`config.mk`:
```
export PLATFORM = sky130hd
export DESIGN_NAME = seg_scan_ctrl
export DESIGN_NICKNAME = d
export VERILOG_FILES = /design/src/rtl/seg_pkg.sv /design/src/rtl/seg_lz_mask.sv /design/src/rtl/seg_scan_ctrl.sv
export SDC_FILE = /design/constraint.sdc
export NUM_CORES = 1
export LEC_CHECK = 0
export ABC_AREA = 1
export CAP_MARGIN = 0
export CORE_ASPECT_RATIO = 1.5
export CORE_MARGIN = 2
export CORE_UTILIZATION = 51
export DETAILED_ROUTE_END_ITERATION = 12
export GPL_ROUTABILITY_DRIVEN = 0
export PLACE_DENSITY = 0.75
export SETUP_SLACK_MARGIN = 0.3
export SLEW_MARGIN = 20
export SYNTH_ARGS = -nofsm -noshare
export SYNTH_HDL_FRONTEND = slang
export SYNTH_HIERARCHICAL = 1
export SYNTH_SLANG_ARGS = --single-unit
```
`constraint.sdc`:
```
create_clock -name clk -period 4.65 [get_ports clk]
set_input_delay 0.6975 -clock clk [delete_from_list [all_inputs] [get_ports clk]]
set_output_delay 0.6975 -clock clk [all_outputs]
set_load 0.01 [all_outputs]
```
`src/rtl/seg_pkg.sv`:
```
// seg_pkg: shared constants and helpers for the multiplexed 7-segment scanner.
package seg_pkg;

    // Widest display the scanner supports; enable patterns are sliced from this.
    localparam int MAX_DIGITS = 8;

    // Common-anode enables are active-low, so "all off" is all ones.
    localparam logic [MAX_DIGITS-1:0] AN_OFF = 8'hFF;

    // Decimal point pin is active-low as well.
    localparam logic DP_OFF = 1'b1;

    // Nibble presented to the segment decoder while nothing has been scanned yet.
    localparam logic [3:0] BLANK_NIBBLE = 4'h0;

    // Clock cycles in one complete scan frame.
    function automatic int frame_len(input int digits, input int pwm_bits, input int div);
        return digits * (32'd1 << pwm_bits) * div;
    endfunction

endpackage

```
`src/rtl/seg_lz_mask.sv`:
```
// seg_lz_mask: flags leading-zero digits that should stay dark.
// A digit is "significant" when it is nonzero or carries a decimal point;
// everything above the highest significant digit is blanked, and the
// least significant digit is always shown so an all-zero value reads "0".
module seg_lz_mask
    import seg_pkg::*;
#(
    parameter int DIGITS = 4
) (
    input  logic [4*DIGITS-1:0] data,
    input  logic [DIGITS-1:0]   dp,
    input  logic                blank_lz,
    output logic [DIGITS-1:0]   blank_mask
);

    logic [DIGITS-1:0] sig_s;
    logic [DIGITS-1:0] raw_mask_s;
    logic              leading_s;

    // Walk from the most significant digit down until a significant digit stops the blanking.
    always_comb begin
        sig_s      = {DIGITS{1'b0}};
        raw_mask_s = {DIGITS{1'b0}};
        leading_s  = blank_lz;
        for (int k = DIGITS - 1; k >= 0; k--) begin
            sig_s[k] = (data[4*k +: 4] != 4'h0) || dp[k];
            if (leading_s && !sig_s[k]) begin
                raw_mask_s[k] = 1'b1;
            end else begin
                leading_s = 1'b0;
            end
        end
        // Digit 0 always survives so a zero value is still visible.
        blank_mask = raw_mask_s & ~{{(DIGITS-1){1'b0}}, 1'b1};
    end

endmodule

```
`src/rtl/seg_scan_ctrl.sv`:
```
// seg_scan_ctrl: time-multiplexed N-digit 7-segment driver with PWM brightness,
// leading-zero blanking, per-digit blink and frame-aligned shadow loading.
// fnum feeds the hex-to-segment decoder; an and point drive the pins directly.
module seg_scan_ctrl
    import seg_pkg::*;
#(
    parameter int DIGITS     = 4,
    parameter int PWM_BITS   = 4,
    parameter int DIV        = 1,
    parameter int BLINK_BITS = 6
) (
    input  logic                  clk,
    input  logic                  rst,
    input  logic [4*DIGITS-1:0]   data,
    input  logic [DIGITS-1:0]     dp_mask,
    input  logic [DIGITS-1:0]     blink_mask,
    input  logic [PWM_BITS-1:0]   bright,
    input  logic                  blank_lz,
    input  logic                  load,
    output logic [DIGITS-1:0]     an,
    output logic [3:0]            fnum,
    output logic                  point,
    output logic                  frame_done
);

    localparam int IDX_W = (DIGITS > 1) ? $clog2(DIGITS) : 1;
    localparam int DIV_W = (DIV > 1) ? $clog2(DIV) : 1;

    localparam logic [IDX_W-1:0]    IDX_LAST  = IDX_W'(DIGITS - 1);
    localparam logic [DIV_W-1:0]    DIV_LAST  = DIV_W'(DIV - 1);
    localparam logic [PWM_BITS-1:0] SLOT_LAST = {PWM_BITS{1'b1}};

    // Timebase and scan position
    logic [DIV_W-1:0]      div_cnt_q,   div_cnt_d;
    logic [PWM_BITS-1:0]   slot_cnt_q,  slot_cnt_d;
    logic [IDX_W-1:0]      idx_q,       idx_d;
    logic [BLINK_BITS-1:0] blink_cnt_q, blink_cnt_d;

    // Pending (written by load) and active (displayed) shadows
    logic [4*DIGITS-1:0]   pend_data_q,  pend_data_d;
    logic [DIGITS-1:0]     pend_dp_q,    pend_dp_d;
    logic [DIGITS-1:0]     pend_blink_q, pend_blink_d;
    logic [4*DIGITS-1:0]   act_data_q,   act_data_d;
    logic [DIGITS-1:0]     act_dp_q,     act_dp_d;
    logic [DIGITS-1:0]     act_blink_q,  act_blink_d;

    // Registered outputs
    logic [DIGITS-1:0]     an_q,         an_d;
    logic [3:0]            fnum_q,       fnum_d;
    logic                  point_q,      point_d;
    logic                  frame_done_q, frame_done_d;

    // Decode helpers
    logic                  tick_s;
    logic                  slot_wrap_s;
    logic                  boundary_s;
    logic [DIGITS-1:0]     lz_mask_s;
    logic [3:0]            cur_digit_s;
    logic                  cur_dp_s;
    logic                  cur_blink_s;
    logic                  cur_lz_s;
    logic                  pwm_on_s;
    logic                  blink_off_s;
    logic                  lit_s;
    logic [DIGITS-1:0]     sel_s;

    seg_lz_mask #(
        .DIGITS     (DIGITS)
    ) u_lz_mask (
        .data       (act_data_q),
        .dp         (act_dp_q),
        .blank_lz   (blank_lz),
        .blank_mask (lz_mask_s)
    );

    // Prescaler, PWM slot counter, digit index and per-frame blink counter.
    always_comb begin
        tick_s      = (div_cnt_q == DIV_LAST);
        slot_wrap_s = tick_s && (slot_cnt_q == SLOT_LAST);
        boundary_s  = slot_wrap_s && (idx_q == IDX_LAST);

        if (tick_s) begin
            div_cnt_d  = {DIV_W{1'b0}};
            slot_cnt_d = slot_cnt_q + PWM_BITS'(1);
        end else begin
            div_cnt_d  = div_cnt_q + DIV_W'(1);
            slot_cnt_d = slot_cnt_q;
        end

        if (slot_wrap_s) begin
            if (idx_q == IDX_LAST) begin
                idx_d = {IDX_W{1'b0}};
            end else begin
                idx_d = idx_q + IDX_W'(1);
            end
        end else begin
            idx_d = idx_q;
        end

        if (boundary_s) begin
            blink_cnt_d = blink_cnt_q + BLINK_BITS'(1);
        end else begin
            blink_cnt_d = blink_cnt_q;
        end

        frame_done_d = boundary_s;
    end

    // Shadow loading: content only swaps at the frame boundary, and a load in
    // that very cycle bypasses the pending copy so it is not delayed a frame.
    always_comb begin
        if (load) begin
            pend_data_d  = data;
            pend_dp_d    = dp_mask;
            pend_blink_d = blink_mask;
        end else begin
            pend_data_d  = pend_data_q;
            pend_dp_d    = pend_dp_q;
            pend_blink_d = pend_blink_q;
        end

        if (boundary_s) begin
            if (load) begin
                act_data_d  = data;
                act_dp_d    = dp_mask;
                act_blink_d = blink_mask;
            end else begin
                act_data_d  = pend_data_q;
                act_dp_d    = pend_dp_q;
                act_blink_d = pend_blink_q;
            end
        end else begin
            act_data_d  = act_data_q;
            act_dp_d    = act_dp_q;
            act_blink_d = act_blink_q;
        end
    end

    // Decide whether the current digit is lit and form the pin values.
    always_comb begin
        cur_digit_s = act_data_q[{idx_q, 2'b00} +: 4];
        cur_dp_s    = act_dp_q[idx_q];
        cur_blink_s = act_blink_q[idx_q];
        cur_lz_s    = lz_mask_s[idx_q];

        // Slot 0 always passes, so even the lowest brightness is never fully dark.
        pwm_on_s    = (slot_cnt_q <= bright);
        blink_off_s = blink_cnt_q[BLINK_BITS-1] && cur_blink_s;
        lit_s       = pwm_on_s && !cur_lz_s && !blink_off_s;

        sel_s        = {DIGITS{1'b0}};
        sel_s[idx_q] = 1'b1;

        // The decoder keeps seeing the digit value even while the digit is dark.
        fnum_d = cur_digit_s;

        if (lit_s) begin
            an_d    = ~sel_s;
            point_d = ~cur_dp_s;
        end else begin
            an_d    = AN_OFF[DIGITS-1:0];
            point_d = DP_OFF;
        end
    end

    // Scan counters and shadow registers.
    always_ff @(posedge clk or posedge rst) begin
        if (rst) begin
            div_cnt_q    <= {DIV_W{1'b0}};
            slot_cnt_q   <= {PWM_BITS{1'b0}};
            idx_q        <= {IDX_W{1'b0}};
            blink_cnt_q  <= {BLINK_BITS{1'b0}};
            pend_data_q  <= {(4*DIGITS){1'b0}};
            pend_dp_q    <= {DIGITS{1'b0}};
            pend_blink_q <= {DIGITS{1'b0}};
            act_data_q   <= {(4*DIGITS){1'b0}};
            act_dp_q     <= {DIGITS{1'b0}};
            act_blink_q  <= {DIGITS{1'b0}};
        end else begin
            div_cnt_q    <= div_cnt_d;
            slot_cnt_q   <= slot_cnt_d;
            idx_q        <= idx_d;
            blink_cnt_q  <= blink_cnt_d;
            pend_data_q  <= pend_data_d;
            pend_dp_q    <= pend_dp_d;
            pend_blink_q <= pend_blink_d;
            act_data_q   <= act_data_d;
            act_dp_q     <= act_dp_d;
            act_blink_q  <= act_blink_d;
        end
    end

    // Output registers, one cycle behind the scan counters.
    always_ff @(posedge clk or posedge rst) begin
        if (rst) begin
            an_q         <= AN_OFF[DIGITS-1:0];
            fnum_q       <= BLANK_NIBBLE;
            point_q      <= DP_OFF;
            frame_done_q <= 1'b0;
        end else begin
            an_q         <= an_d;
            fnum_q       <= fnum_d;
            point_q      <= point_d;
            frame_done_q <= frame_done_d;
        end
    end

    assign an         = an_q;
    assign fnum       = fnum_q;
    assign point      = point_q;
    assign frame_done = frame_done_q;

endmodule

```
======== Yosys cells after proc, flatten, opt, wreduce, memory -nomap -nowiden ========
Cells that the tools add are included.
operators by class
  $add $sub $neg .......................... 4
  $mul .................................... 0
  div/mod/pow operators ................... 0
  magnitude comparators ................... 3
  equality and inequality tests ........... 2
  shifts and indexed selects .............. 1
  mux-type cells .......................... 20
  bitwise gates (word level) .............. 3
  reduce and logical (&&, ||, !) cells .... 20
operators by type and width
  cell                   number
  $mux W16               1
  $shiftx A16 B5 Y4      1
  $mux W4                3
  $reduce_bool A4 Y1     3
  $mux W1                11
  $logic_and A1 B1 Y1    9
  $add A6 B1 Y6 const B  1
  $bmux W1 S2            3
  $logic_not A1 Y1       5
  $add A4 B1 Y4 const B  1
  $eq A4 B4 Y1 const B   1
  $le A4 B4 Y1           1
  $not A4 Y4             1
  $logic_or A1 B1 Y1     3
  $lt A2 B3 Y1 const B   1
  $add A2 B1 Y2 const B  1
  $demux W1 S2           1
  $eq A2 B2 Y1 const B   1
  $ge A2 B1 Y1 const B   1
  $mux W2                1
  $not A1 Y1             2
  $add A1 B1 Y1 const B  1
word-level totals
  flip-flop bits (word level) ............. 71
  latch bits .............................. 0
  bits in writable memories ............... 0
  memory bits (read-only) ................. 0
  input port bits ......................... 32
  output and inout port bits .............. 10
  word-level logic and storage cells ...... 67
  memories ................................ 0

======== Logic depth before layout (Yosys ltp) ========
  depth in word-level cells ............... 15
  depth in mapped cells ................... 11
  mapped depth without buffers ............ 11

======== Hierarchy ========
Netlist, hierarchy kept.
modules (own cells, without submodules)
  module         instances  cells each  area an instance (um2)  seq. area each (um2)
  seg_scan_ctrl  1          292         3084.2                  1757.9
  seg_lz_mask    1          21          98.8                    0.0

======== Worst setup path after synthesis ========
OpenSTA, ideal clock, no wires.
  kind .................................... input port to flip-flop
  start point ............................. input port load
  end point ............................... register act_dp_q[0]
  data arrival time ....................... 1.374 ns
  path slack .............................. 3.159 ns
  stages .................................. 5
  buffers on the path ..................... 2
  path through ............................ buf_6 > buf_8 > mux2_2 > nand2_1 > o21ai_2
on the way
  cells in the longest elaborated chain, start to end .. 1
ends and longest elaborated chain
  element               line                  source
  start, declared       seg_scan_ctrl.sv:19   input logic load,
  $mux W4               n/a
  end signal, assigned  seg_scan_ctrl.sv:177  act_dp_q <= {DIGITS{1'b0}};
  end signal, assigned  seg_scan_ctrl.sv:188  act_dp_q <= act_dp_d;
  end, declared         seg_scan_ctrl.sv:44   logic [DIGITS-1:0] act_dp_q, act_dp_d;
Every way passes these cells.
A chain may end at the register's enable or synchronous reset.

======== Final worst setup path ========
  start point ............................. register point_q (netlist: point)
  end point ............................... output port point
RTL lines
  element                 line                  source
  start, declared         seg_scan_ctrl.sv:50   logic point_q, point_d;
  start signal, assigned  seg_scan_ctrl.sv:203  point_q <= point_d;
  end, declared           seg_scan_ctrl.sv:22   output logic point,
No word-level cell between the ends.

==> flow_metrics.tcl <==
set metrics [dict create \
    outcome "finished clean" \
    worstPathCellList "clkdlybuf4s50_1" \
    tns_ns 0 \
    fin_nets 395 \
    totalPowerFinal_mw 1.28 \
    clockBufferDepth 2 \
    crit_family "buffers and inverters" \
    critPathArrivalTime_ns 1.40 \
    synthAdderAreaFrac_pct 3.93 \
    grt_max_degree 51 \
    grt_overflow 0 \
    route.detailed.drc 0 \
    die_area_um2 6900 \
    max-slew-margin-rel_pct 45.5 \
    clk_latency_ns 0.35 \
    layout_common_cells "87 x nand2_1, 65 x dfrtp_1, 40 x clkdlybuf4s50_1" \
    post-route-period-util_pct 45.0 \
    die_h_um 101 \
    cts_tree "built" \
    ys_types 30 \
    antenna_cells 0 \
    n_fill_cell 513 \
    crit_required_ns 3.95 \
    layout_commonest_cell "nand2_1" \
    post_cts_buffers 0 \
    r2r_slack_ns 2.66 \
    cp-start-kind "flip-flop" \
    dpl.hpwl_mm 3.81 \
    drive_gt1_share_pct 15.9 \
    syn_avg_cell_area_um2 10.2 \
    ctsRootBufferMaster "clkbuf_8" \
    maxSlewViolCount 0 \
    wl_per_cell_um 13.3 \
    grt_pass1_wl_mm 9.71 \
    path_max_fanout 1 \
    synth_xor_area_share_pct 1.89 \
    vias 2154 \
    async_flop_share_pct 100 \
    slowest_stage "clkdlybuf4s50_1" \
    ir_drop_v 0.000255 \
    antenna_left 0 \
    dr.pass1.iters 7 \
    synth_top_family_by_area "simple AND/OR/NAND/NOR gates" \
    routed_wl_mm 5.75 \
    maxCapViolCount 0 \
    numCtsBuffers 9 \
    io_pins 42 \
    ctsResizeCount 0 \
    worst_pin_slew_ns 0.816 \
    ys_seq_area_share_pct 55.2 \
    routed_via_density 4.99 \
    grt_setup_unrepaired "no" \
    clkSinkCount 70 \
    fmax_ghz 0.478 \
    std_cell_rows 35 \
    die_w_um 68.5 \
    holdBufCountCts 0 \
    first_global_vias 2172 \
    io_buffer_count 41 \
    synth-edff-count 0 \
    finalClockSkew_ns 0.00946 \
    cp_num_buf_inv 1 \
    worstHoldPathType "reg2reg" \
    setup_violations 0 \
    htree_levels 3 \
    synthesis.area_um2 3180 \
    cp_slowest_stage_delay_ns 0.53 \
    synth_nets 355 \
    synth-compound-area-share_pct 5.31 \
    path_clk_slew_ns 0.07 \
    ys.flop_type "dfrtp_1" \
    antenna_found_initial 0 \
    min_period_ns 2.09 \
    worstSetupEndpointType "output port" \
    ys_ff_latch 70 \
    synth_mux_area_share_pct 8.84 \
    track_usage_pct 19.3 \
    hold_viol_final 0 \
    synthCells 313 \
    start_util_pct 52.3 \
    p_per_area_nw_per_um2 335 \
    coreArea_um2 6090 \
    synth-simple-area-share_pct 16.7 \
    path_class "reg2out" \
    yosysWarningCount 6 \
    p_leak_nw 1.77 \
    area_growth_pct 19.5 \
    drt_iter0_markers 103 \
]
report_power, final:
part	switching (mW)	total [mW]	internal (mW)
Combinational	0.0330	0.0789	0.0459
Clock	0.216	0.561	0.345
Sequential	0.00502	0.635	0.630
Total	0.254	1.28	1.02
final timing paths:
kind,from,endpoint,depth (start not counted)
worst max-delay path,point$_DFF_PP1_,point,1
worst min-delay path,slot_cnt_q[0]$_DFF_PP0_,slot_cnt_q[0]$_DFF_PP0_,1
worst max register to register,idx_q[0]$_DFFE_PP0N_,act_data_q[15]$_DFFE_PP0P_,6
worst min register to register,slot_cnt_q[0]$_DFF_PP0_,slot_cnt_q[0]$_DFF_PP0_,1
max in group asynchronous,rst,act_dp_q[2]$_DFFE_PP0P_,3
min in group asynchronous,rst,slot_cnt_q[1]$_DFF_PP0_,2
final cells by class:
type / count / area [um^2] / share of cell area, %
multi-input cells: 195 / 1170 / 30.8
clock buffers: 13 / 169 / 4.44
repair buffers: 42 / 413 / 10.9
inverters: 35 / 135 / 3.55
clock inverters: 3 / 65.1 / 1.71
well taps: 74 / 92.6 / 2.43
flip-flops and latches: 70 / 1760 / 46.2
metrics by stage:
step / hold WS (ns) / instances / setup slack (ns) / instance area (um^2) / util, %
after floorplan: 0.440 / 313 / 2.19 / 3180 / -
after global placement: 0.464 / 416 / 1.99 / 3570 / 58.7
after detailed placement: 0.472 / 416 / 1.93 / 3570 / 58.7
after CTS: 0.485 / 432 / 2.28 / 3810 / 62.5
after global routing: 0.506 / 432 / 2.49 / 3800 / 62.5
final: 0.478 / 432 / 2.56 / 3800 / 62.5
state kept, by name, summed over array words and instances (netlist names):
name / count
act_data_q: 16
an: 4
idx_q: 2
pend_blink_q: 4
pend_data_q: 16
fnum: 4
pend_dp_q: 4
blink_cnt_q: 6
act_blink_q: 4
point: 1
slot_cnt_q: 4
frame_done: 1
act_dp_q: 4
metal layers:
| layer | up-vias | part of all wire, % | GRT usage, % |
|---|---|---|---|
| li1 | 1065 | - | - |
| met1 | 1020 | 43 | 24.0 |
| met2 | 51 | 49 | 29.6 |
| met3 | 18 | 4.2 | 5.25 |
| met4 | 0 | 3.5 | 11.2 |
| met5 | - | 0 | 0 |
cell usage after synthesis (2+ instances only):
library cell / instances / area (um^2)
dfrtp_1: 65 / 1630
inv_1: 34 / 128
dfstp_2: 5 / 131
nand4_1: 6 / 37.5
xor2_1: 2 / 17.5
xnor2_1: 3 / 26.3
nor2_1: 12 / 45.0
o21ai_0: 22 / 110
nand2_1: 87 / 327
ha_1: 10 / 125
a21oi_1: 7 / 35.0
mux2_2: 21 / 236
buf_2: 3 / 15.0
mux2_4: 3 / 45.0
o21ai_2: 2 / 17.5
nand3_1: 10 / 50.1
buf_6: 7 / 78.8
nor2_2: 2 / 12.5
kinds of logic after synthesis:
| group | count (synthesis) |
|---|---|
| AND/OR/NAND/NOR | 122 |
| flip-flops | 70 |
| buffers and inverters | 48 |
| AO/OA/AOI/OAI | 32 |
| multiplexers | 24 |
| adder cells (fa/ha/maj) | 10 |
| XOR/XNOR | 6 |
| other | 1 |
No activity file was read; power rests on OpenSTA's default activity.
